**config.mk**
```make
export PLATFORM = sky130hd
export DESIGN_NAME = jtag_tap_slave
export DESIGN_NICKNAME = d
export VERILOG_FILES = /design/src/rtl/jtag_tap_slave.sv
export SDC_FILE = /design/constraint.sdc
export NUM_CORES = 1
export LEC_CHECK = 0
export CAP_MARGIN = 20
export CORE_MARGIN = 2
export CORE_UTILIZATION = 57
export CTS_CLUSTER_DIAMETER = 100
export DETAILED_ROUTE_END_ITERATION = 10
export HOLD_SLACK_MARGIN = 0.02
export MAX_ROUTING_LAYER = met4
export PLACE_DENSITY = 0.84
export RECOVER_POWER = 100
export SLEW_MARGIN = 25
export SYNTH_ARGS = -nofsm -noshare
export SYNTH_HDL_FRONTEND = slang
export SYNTH_SLANG_ARGS = --single-unit
```
**constraint.sdc**
```tcl
create_clock -name bus_clk -period 3 [get_ports bus_clk]
set_input_delay 0.45 -clock bus_clk [delete_from_list [all_inputs] [get_ports bus_clk]]
set_output_delay 0.45 -clock bus_clk [all_outputs]
set_load 0.01 [all_outputs]
```
**src/rtl/jtag_tap_slave.sv**
```systemverilog
// jtag_tap_slave: oversampled IEEE 1149.1 TAP with IR, BYPASS, IDCODE and USER data registers
module jtag_tap_slave #(
    parameter int          IR_WIDTH   = 4,
    parameter logic [31:0] IDCODE_VAL = 32'h1000_0001,
    parameter int          USER_WIDTH = 32,
    parameter int          USER_OP    = 2
) (
    input  logic                  bus_clk,
    input  logic                  bus_reset,
    input  logic                  tck_in,
    input  logic                  tms_in,
    input  logic                  tdi_in,
    output logic                  tdo_out,
    output logic                  tdo_oe,
    input  logic [USER_WIDTH-1:0] user_capture_data,
    output logic [USER_WIDTH-1:0] user_update_data,
    output logic                  user_update_strobe,
    output logic [3:0]            tap_state,
    output logic                  test_logic_reset
);
    typedef enum logic [3:0] {
        TLR    = 4'hF, RTI    = 4'hC, SEL_DR = 4'h7, CAP_DR = 4'h6,
        SH_DR  = 4'h2, EX1_DR = 4'h1, PAU_DR = 4'h3, EX2_DR = 4'h0,
        UPD_DR = 4'h5, SEL_IR = 4'h4, CAP_IR = 4'hE, SH_IR  = 4'hA,
        EX1_IR = 4'h9, PAU_IR = 4'hB, EX2_IR = 4'h8, UPD_IR = 4'hD
    } state_t;

    logic r_tck_m, r_tck_s, r_tck_d, r_tms_m, r_tms_s, r_tdi_m, r_tdi_s;
    state_t r_state, w_next;
    logic [IR_WIDTH-1:0]   r_ir, r_ir_sr;
    logic [31:0]           r_id_sr;
    logic [USER_WIDTH-1:0] r_user_sr, r_user_upd;
    logic                  r_byp, r_tdo, r_oe, r_strobe;
    logic w_rise, w_fall, w_sel_id, w_sel_user, w_dr_lsb;

    assign w_rise     = r_tck_s & ~r_tck_d;
    assign w_fall     = ~r_tck_s & r_tck_d;
    assign w_sel_id   = r_ir == IR_WIDTH'(1);
    assign w_sel_user = (r_ir == IR_WIDTH'(USER_OP)) && !w_sel_id;
    assign w_dr_lsb   = w_sel_id ? r_id_sr[0] : w_sel_user ? r_user_sr[0] : r_byp;

    // two-flop synchronisers plus a delayed tck for edge detection
    always_ff @(posedge bus_clk) begin
        if (bus_reset) begin
            {r_tck_m, r_tck_s, r_tck_d, r_tms_m, r_tms_s, r_tdi_m, r_tdi_s} <= '0;
        end else begin
            {r_tck_m, r_tck_s, r_tck_d} <= {tck_in, r_tck_m, r_tck_s};
            {r_tms_m, r_tms_s} <= {tms_in, r_tms_m};
            {r_tdi_m, r_tdi_s} <= {tdi_in, r_tdi_m};
        end
    end

    // TAP state register
    always_ff @(posedge bus_clk) begin
        r_state <= bus_reset ? TLR : w_next;
    end

    // TMS transition table, evaluated only on a TCK rise
    always_comb begin
        w_next = r_state;
        if (w_rise) begin
            case (r_state)
                TLR:     w_next = r_tms_s ? TLR    : RTI;
                RTI:     w_next = r_tms_s ? SEL_DR : RTI;
                SEL_DR:  w_next = r_tms_s ? SEL_IR : CAP_DR;
                CAP_DR:  w_next = r_tms_s ? EX1_DR : SH_DR;
                SH_DR:   w_next = r_tms_s ? EX1_DR : SH_DR;
                EX1_DR:  w_next = r_tms_s ? UPD_DR : PAU_DR;
                PAU_DR:  w_next = r_tms_s ? EX2_DR : PAU_DR;
                EX2_DR:  w_next = r_tms_s ? UPD_DR : SH_DR;
                UPD_DR:  w_next = r_tms_s ? SEL_DR : RTI;
                SEL_IR:  w_next = r_tms_s ? TLR    : CAP_IR;
                CAP_IR:  w_next = r_tms_s ? EX1_IR : SH_IR;
                SH_IR:   w_next = r_tms_s ? EX1_IR : SH_IR;
                EX1_IR:  w_next = r_tms_s ? UPD_IR : PAU_IR;
                PAU_IR:  w_next = r_tms_s ? EX2_IR : PAU_IR;
                EX2_IR:  w_next = r_tms_s ? UPD_IR : SH_IR;
                UPD_IR:  w_next = r_tms_s ? SEL_DR : RTI;
                default: w_next = TLR;
            endcase
        end
    end

    // capture and shift of the IR and DR shifters on TCK rise
    always_ff @(posedge bus_clk) begin
        if (bus_reset) begin
            r_ir_sr   <= '0;
            r_id_sr   <= '0;
            r_user_sr <= '0;
            r_byp     <= 1'b0;
        end else if (w_rise) begin
            if (r_state == CAP_IR) r_ir_sr <= IR_WIDTH'(1);
            if (r_state == SH_IR) r_ir_sr <= {r_tdi_s, r_ir_sr[IR_WIDTH-1:1]};
            if (r_state == CAP_DR) begin
                if (w_sel_id) r_id_sr <= IDCODE_VAL;
                else if (w_sel_user) r_user_sr <= user_capture_data;
                else r_byp <= 1'b0;
            end
            if (r_state == SH_DR) begin
                if (w_sel_id) r_id_sr <= {r_tdi_s, r_id_sr[31:1]};
                else if (w_sel_user) r_user_sr <= (r_user_sr >> 1) | (USER_WIDTH'(r_tdi_s) << (USER_WIDTH - 1));
                else r_byp <= r_tdi_s;
            end
        end
    end

    // instruction/user updates and TDO launch on TCK fall
    always_ff @(posedge bus_clk) begin
        if (bus_reset) begin
            r_ir       <= IR_WIDTH'(1);
            r_user_upd <= '0;
            r_strobe   <= 1'b0;
            r_tdo      <= 1'b0;
            r_oe       <= 1'b0;
        end else begin
            r_strobe <= w_fall && r_state == UPD_DR && w_sel_user;
            if (w_fall) begin
                if (r_state == TLR) r_ir <= IR_WIDTH'(1);
                else if (r_state == UPD_IR) r_ir <= r_ir_sr;
                if (r_state == UPD_DR && w_sel_user) r_user_upd <= r_user_sr;
                r_tdo <= r_state == SH_IR ? r_ir_sr[0] : r_state == SH_DR ? w_dr_lsb : 1'b0;
                r_oe  <= r_state == SH_IR || r_state == SH_DR;
            end
        end
    end

    assign tdo_out            = r_tdo;
    assign tdo_oe             = r_oe;
    assign user_update_data   = r_user_upd;
    assign user_update_strobe = r_strobe;
    assign tap_state          = r_state;
    assign test_logic_reset   = r_state == TLR;
endmodule

```
==> impl_results.md <==
- Status: finished with violations
- Failing checks: capacitance limit, slew limit
- Delay-heaviest family, CP: simple AND/OR/NAND/NOR gates
- Critical Path RT: 3310 ps
- Hold depth: 1
- CP arrival: 2930 ps
- Area Overhead vs Synth: 27.2%
- PwrDens: ~610 nW/µm²
- Max-Cap Viols: 2
- Finished Core Util: 74.5%
- Slew margin rel.: -4.50%
- Fmax: 382 MHz
- Post-DRT Antenna Nets: 0
- Ys async rst share: 0%
- Postcts setup bufs: 0
- Crit path max fanout: 18
- Die area: approximately 9100 µm²
- Max Buffers Root-to-Sink: 2
- Vias in the first global route: 3578
- Setup crit start: tap_state[1]
- Cell Area, Placed: 5560 µm²
- Worst skew pair latency: 510 ps
- RSZ-0062 raised after global routing: no
- Worst VDD drop: 0.418 mV
- Crit start category: register
- Number of antenna violations at the first check in global routing: 0
- Yosys warns: 0
- RR Startpoint: tap_state[1]
- Core area: between 8000 and 9000 µm²
- CTS Root Cell: clkbuf_8
- HP Class: register to register
- DR vias: 3805
- Grt met1 use: 30.3%
- Final Critical Period: 2620 ps
- Busiest grt layer: met2
- M3 GR Usage: around 8.3%
- Synthesized flop and latch total: 119
- Cells on worst reg2reg path: 6
- Crit-path cells: nand4bb_1, clkbuf_1, or4_1, clkbuf_1, nand2_1, a21oi_1
- GRT Resource Usage Total: 24.3%
- Leak: 2.31 nW
- Hold Buf Count CTS: 0
- Gr ovfl total: 0
- CTS clk-pin slew, worst paths: ~60 ps
- Synth Flop Type: dfxtp_1
- I/O Buffers: 76
- Initial Utilization: between 50% and 60%
- CTS Buf Count: 17
- Final slew viol count: 151
- Yosys cell types: 38
- DRC: 0
- DIE HEIGHT: about 96 µm
- Total stage count of the critical path: 6
- Endpoints failing hold: 0
- Sequential fraction of the synthesis area: between 40% and 50%
- PostCTS Resize Cnt: 0
- Hold path start: r_tck_m
- CP Capture Type: register
- H-tree depth: 4
- Hold Slack: 435 ps
- Endpoints failing setup: 0
- Hpwl dp: 6000 µm
- Starting DRT DRC Count: 232
- Routed length per placed instance: 14.8 µm
- Crit-path slowest cell: or4_1
- Slew @ Worst Pin: 1570 ps
- TritonCTS clock tree: yes
- Mean Syn Cell Area: between 9 and 10 µm²
- Detailed-router iteration count before antenna repair: 4
- Post-synth EDFFs: 0
- Die Width: ~96 µm
- Syn Inst Count: 510
- Routed wire length: 10200 µm
- WS Path Type: register to register
- Fin area: 6090 µm²
- Post-Syn Area: 4780 µm²
- Crit-path max cell delay: just over 800 ps
- Vias per std cell: 5.54
- Fin nets: 607
- Inserted Diodes: 0
- GPL Wtd Cong: 0.816
- Mapped Nets: 547
- Worst clock skew: 7.38 ps
- Pin count of the biggest net entering global routing: 82
- Share of layout cells above drive strength 1: 7.73%
- CP most frequent cell: clkbuf_1
- Num Clock Sinks: 119
- Setup TNS: 0 ps
- First-pass GRT wire length: 16800 µm
- Fin crit share: between 80 and 90%
- Met2 Use GR: a little under two fifths
- Cell Rows: 33
- # IOs: 77
- WP buf/inv: 2
## power by group
| group | internal (mW) | total [mW] | switching (mW) | leakage, nW |
|---|---|---|---|---|
| logic | 0.111 | 0.205 | 0.0942 | 1.09 |
| registers | 1.59 | 1.60 | 0.0127 | 0.959 |
| clock network | 1.18 | 1.92 | 0.735 | 0.259 |
## logic make-up (layout without fill, tap and decap cells)
kind of cell,count (synthesis),in the layout,synth area share [%]
multiplexers,67,67,14.0
XOR/XNOR,1,1,0.183
flip-flops,119,119,49.8
AND/OR/NAND/NOR,192,192,20.7
buffers and inverters,44,116,4.03
AO/OA/AOI/OAI,87,87,11.2
## cells in the mapped netlist, drive strengths merged, types with 2 or more instances
| master | n | area (µm²) |
|---|---|---|
| dfxtp | 119 | 2380 |
| nand2 | 43 | 161 |
| clkbuf | 33 | 124 |
| nor2b | 9 | 56.3 |
| nor4 | 2 | 33.8 |
| o21ai | 6 | 30.0 |
| or3b | 3 | 28.8 |
| mux2i | 66 | 661 |
| nor3 | 7 | 46.3 |
| a21oi | 41 | 205 |
| nand3b | 33 | 248 |
| a211oi | 35 | 263 |
| inv | 2 | 7.51 |
| or2 | 3 | 18.8 |
| buf | 9 | 61.3 |
| nor3b | 2 | 15.0 |
| nand3 | 6 | 30.0 |
| nand2b | 6 | 37.5 |
| nor2 | 74 | 280 |
## sequential cells by signal (all words and copies together) (netlist names)
signal,cells
r_tck_m,1
r_tms_m,1
r_tck_s,1
user_update_strobe,1
user_update_data,32
tap_state,4
r_tck_d,1
r_tdi_m,1
r_ir_sr,4
r_tdi_s,1
tdo_out,1
tdo_oe,1
r_user_sr,32
r_ir,4
r_tms_s,1
r_byp,1
r_id_sr,32
## cells in the final DEF (no fill, tap or decap), types with 2 or more instances in the layout
cell type        netlist  routed
o21ai_0                5       6
dfxtp_1              119     118
clkbuf_2               0       3
clkdlybuf4s50_1        0      35
buf_4                  0       3
nand2_1               43      43
a211oi_1              35      35
clkinv_4               0       3
inv_6                  0       2
nand3b_1              33      33
a21oi_1               41      41
nand2b_1               6       6
clkbuf_16              0      16
or3b_1                 2       3
nand3_1                6       6
bufinv_16              0       2
mux2i_1               66      66
nor2b_1                9       9
inv_1                  2       2
clkbuf_1              33       2
nor3_1                 6       6
clkinvlp_4             0       6
dlygate4sd3_1          0      40
or2_2                  2       2
nor2_1                73      73
nor3b_1                2       2
## final cells by class
type | count | area [µm²]
sequential | 119 | 2380
multi-input combinational | 347 | 2200
fill | 553 | 2090
timing repair buffer | 83 | 796
clock buffer | 17 | 414
clock inverter | 14 | 154
tap | 105 | 131
inverter | 2 | 7.51
## worst reg2reg max path, stage by stage, from the launching register on
cell       delay [ps]
dfxtp_1           590
nand4bb_1         150
clkbuf_1          200
or4_1             830
clkbuf_1          390
nand2_1           180
a21oi_1            80
## path summary, 6_finish.rpt
check,end,slack [ps]
worst max register to register,r_id_sr[25],380
worst min register to register,r_tck_s,430
worst max-delay path,r_id_sr[25],380
worst min-delay path,r_tck_s,430
## routing by layer
layer  part of all wire, %  up-vias
li1                      -     1890
met5                     0        -
met4                   1.0        0
met1                    46     1819
met2                    48       87
met3                   5.4        9
## per-stage QoR
step / power (mW) / std cells / setup WS (ps)
2_1_floorplan: 1.76 / 510 / 1130
3_3_place_gp: 1.84 / 656 / 757
3_5_place_dp: 1.84 / 656 / 693
4_1_cts: 3.75 / 687 / 459
5_1_grt: 3.83 / 687 / 253
6_report: 3.72 / 687 / 381
No activity file was read; power rests on OpenSTA's default activity.
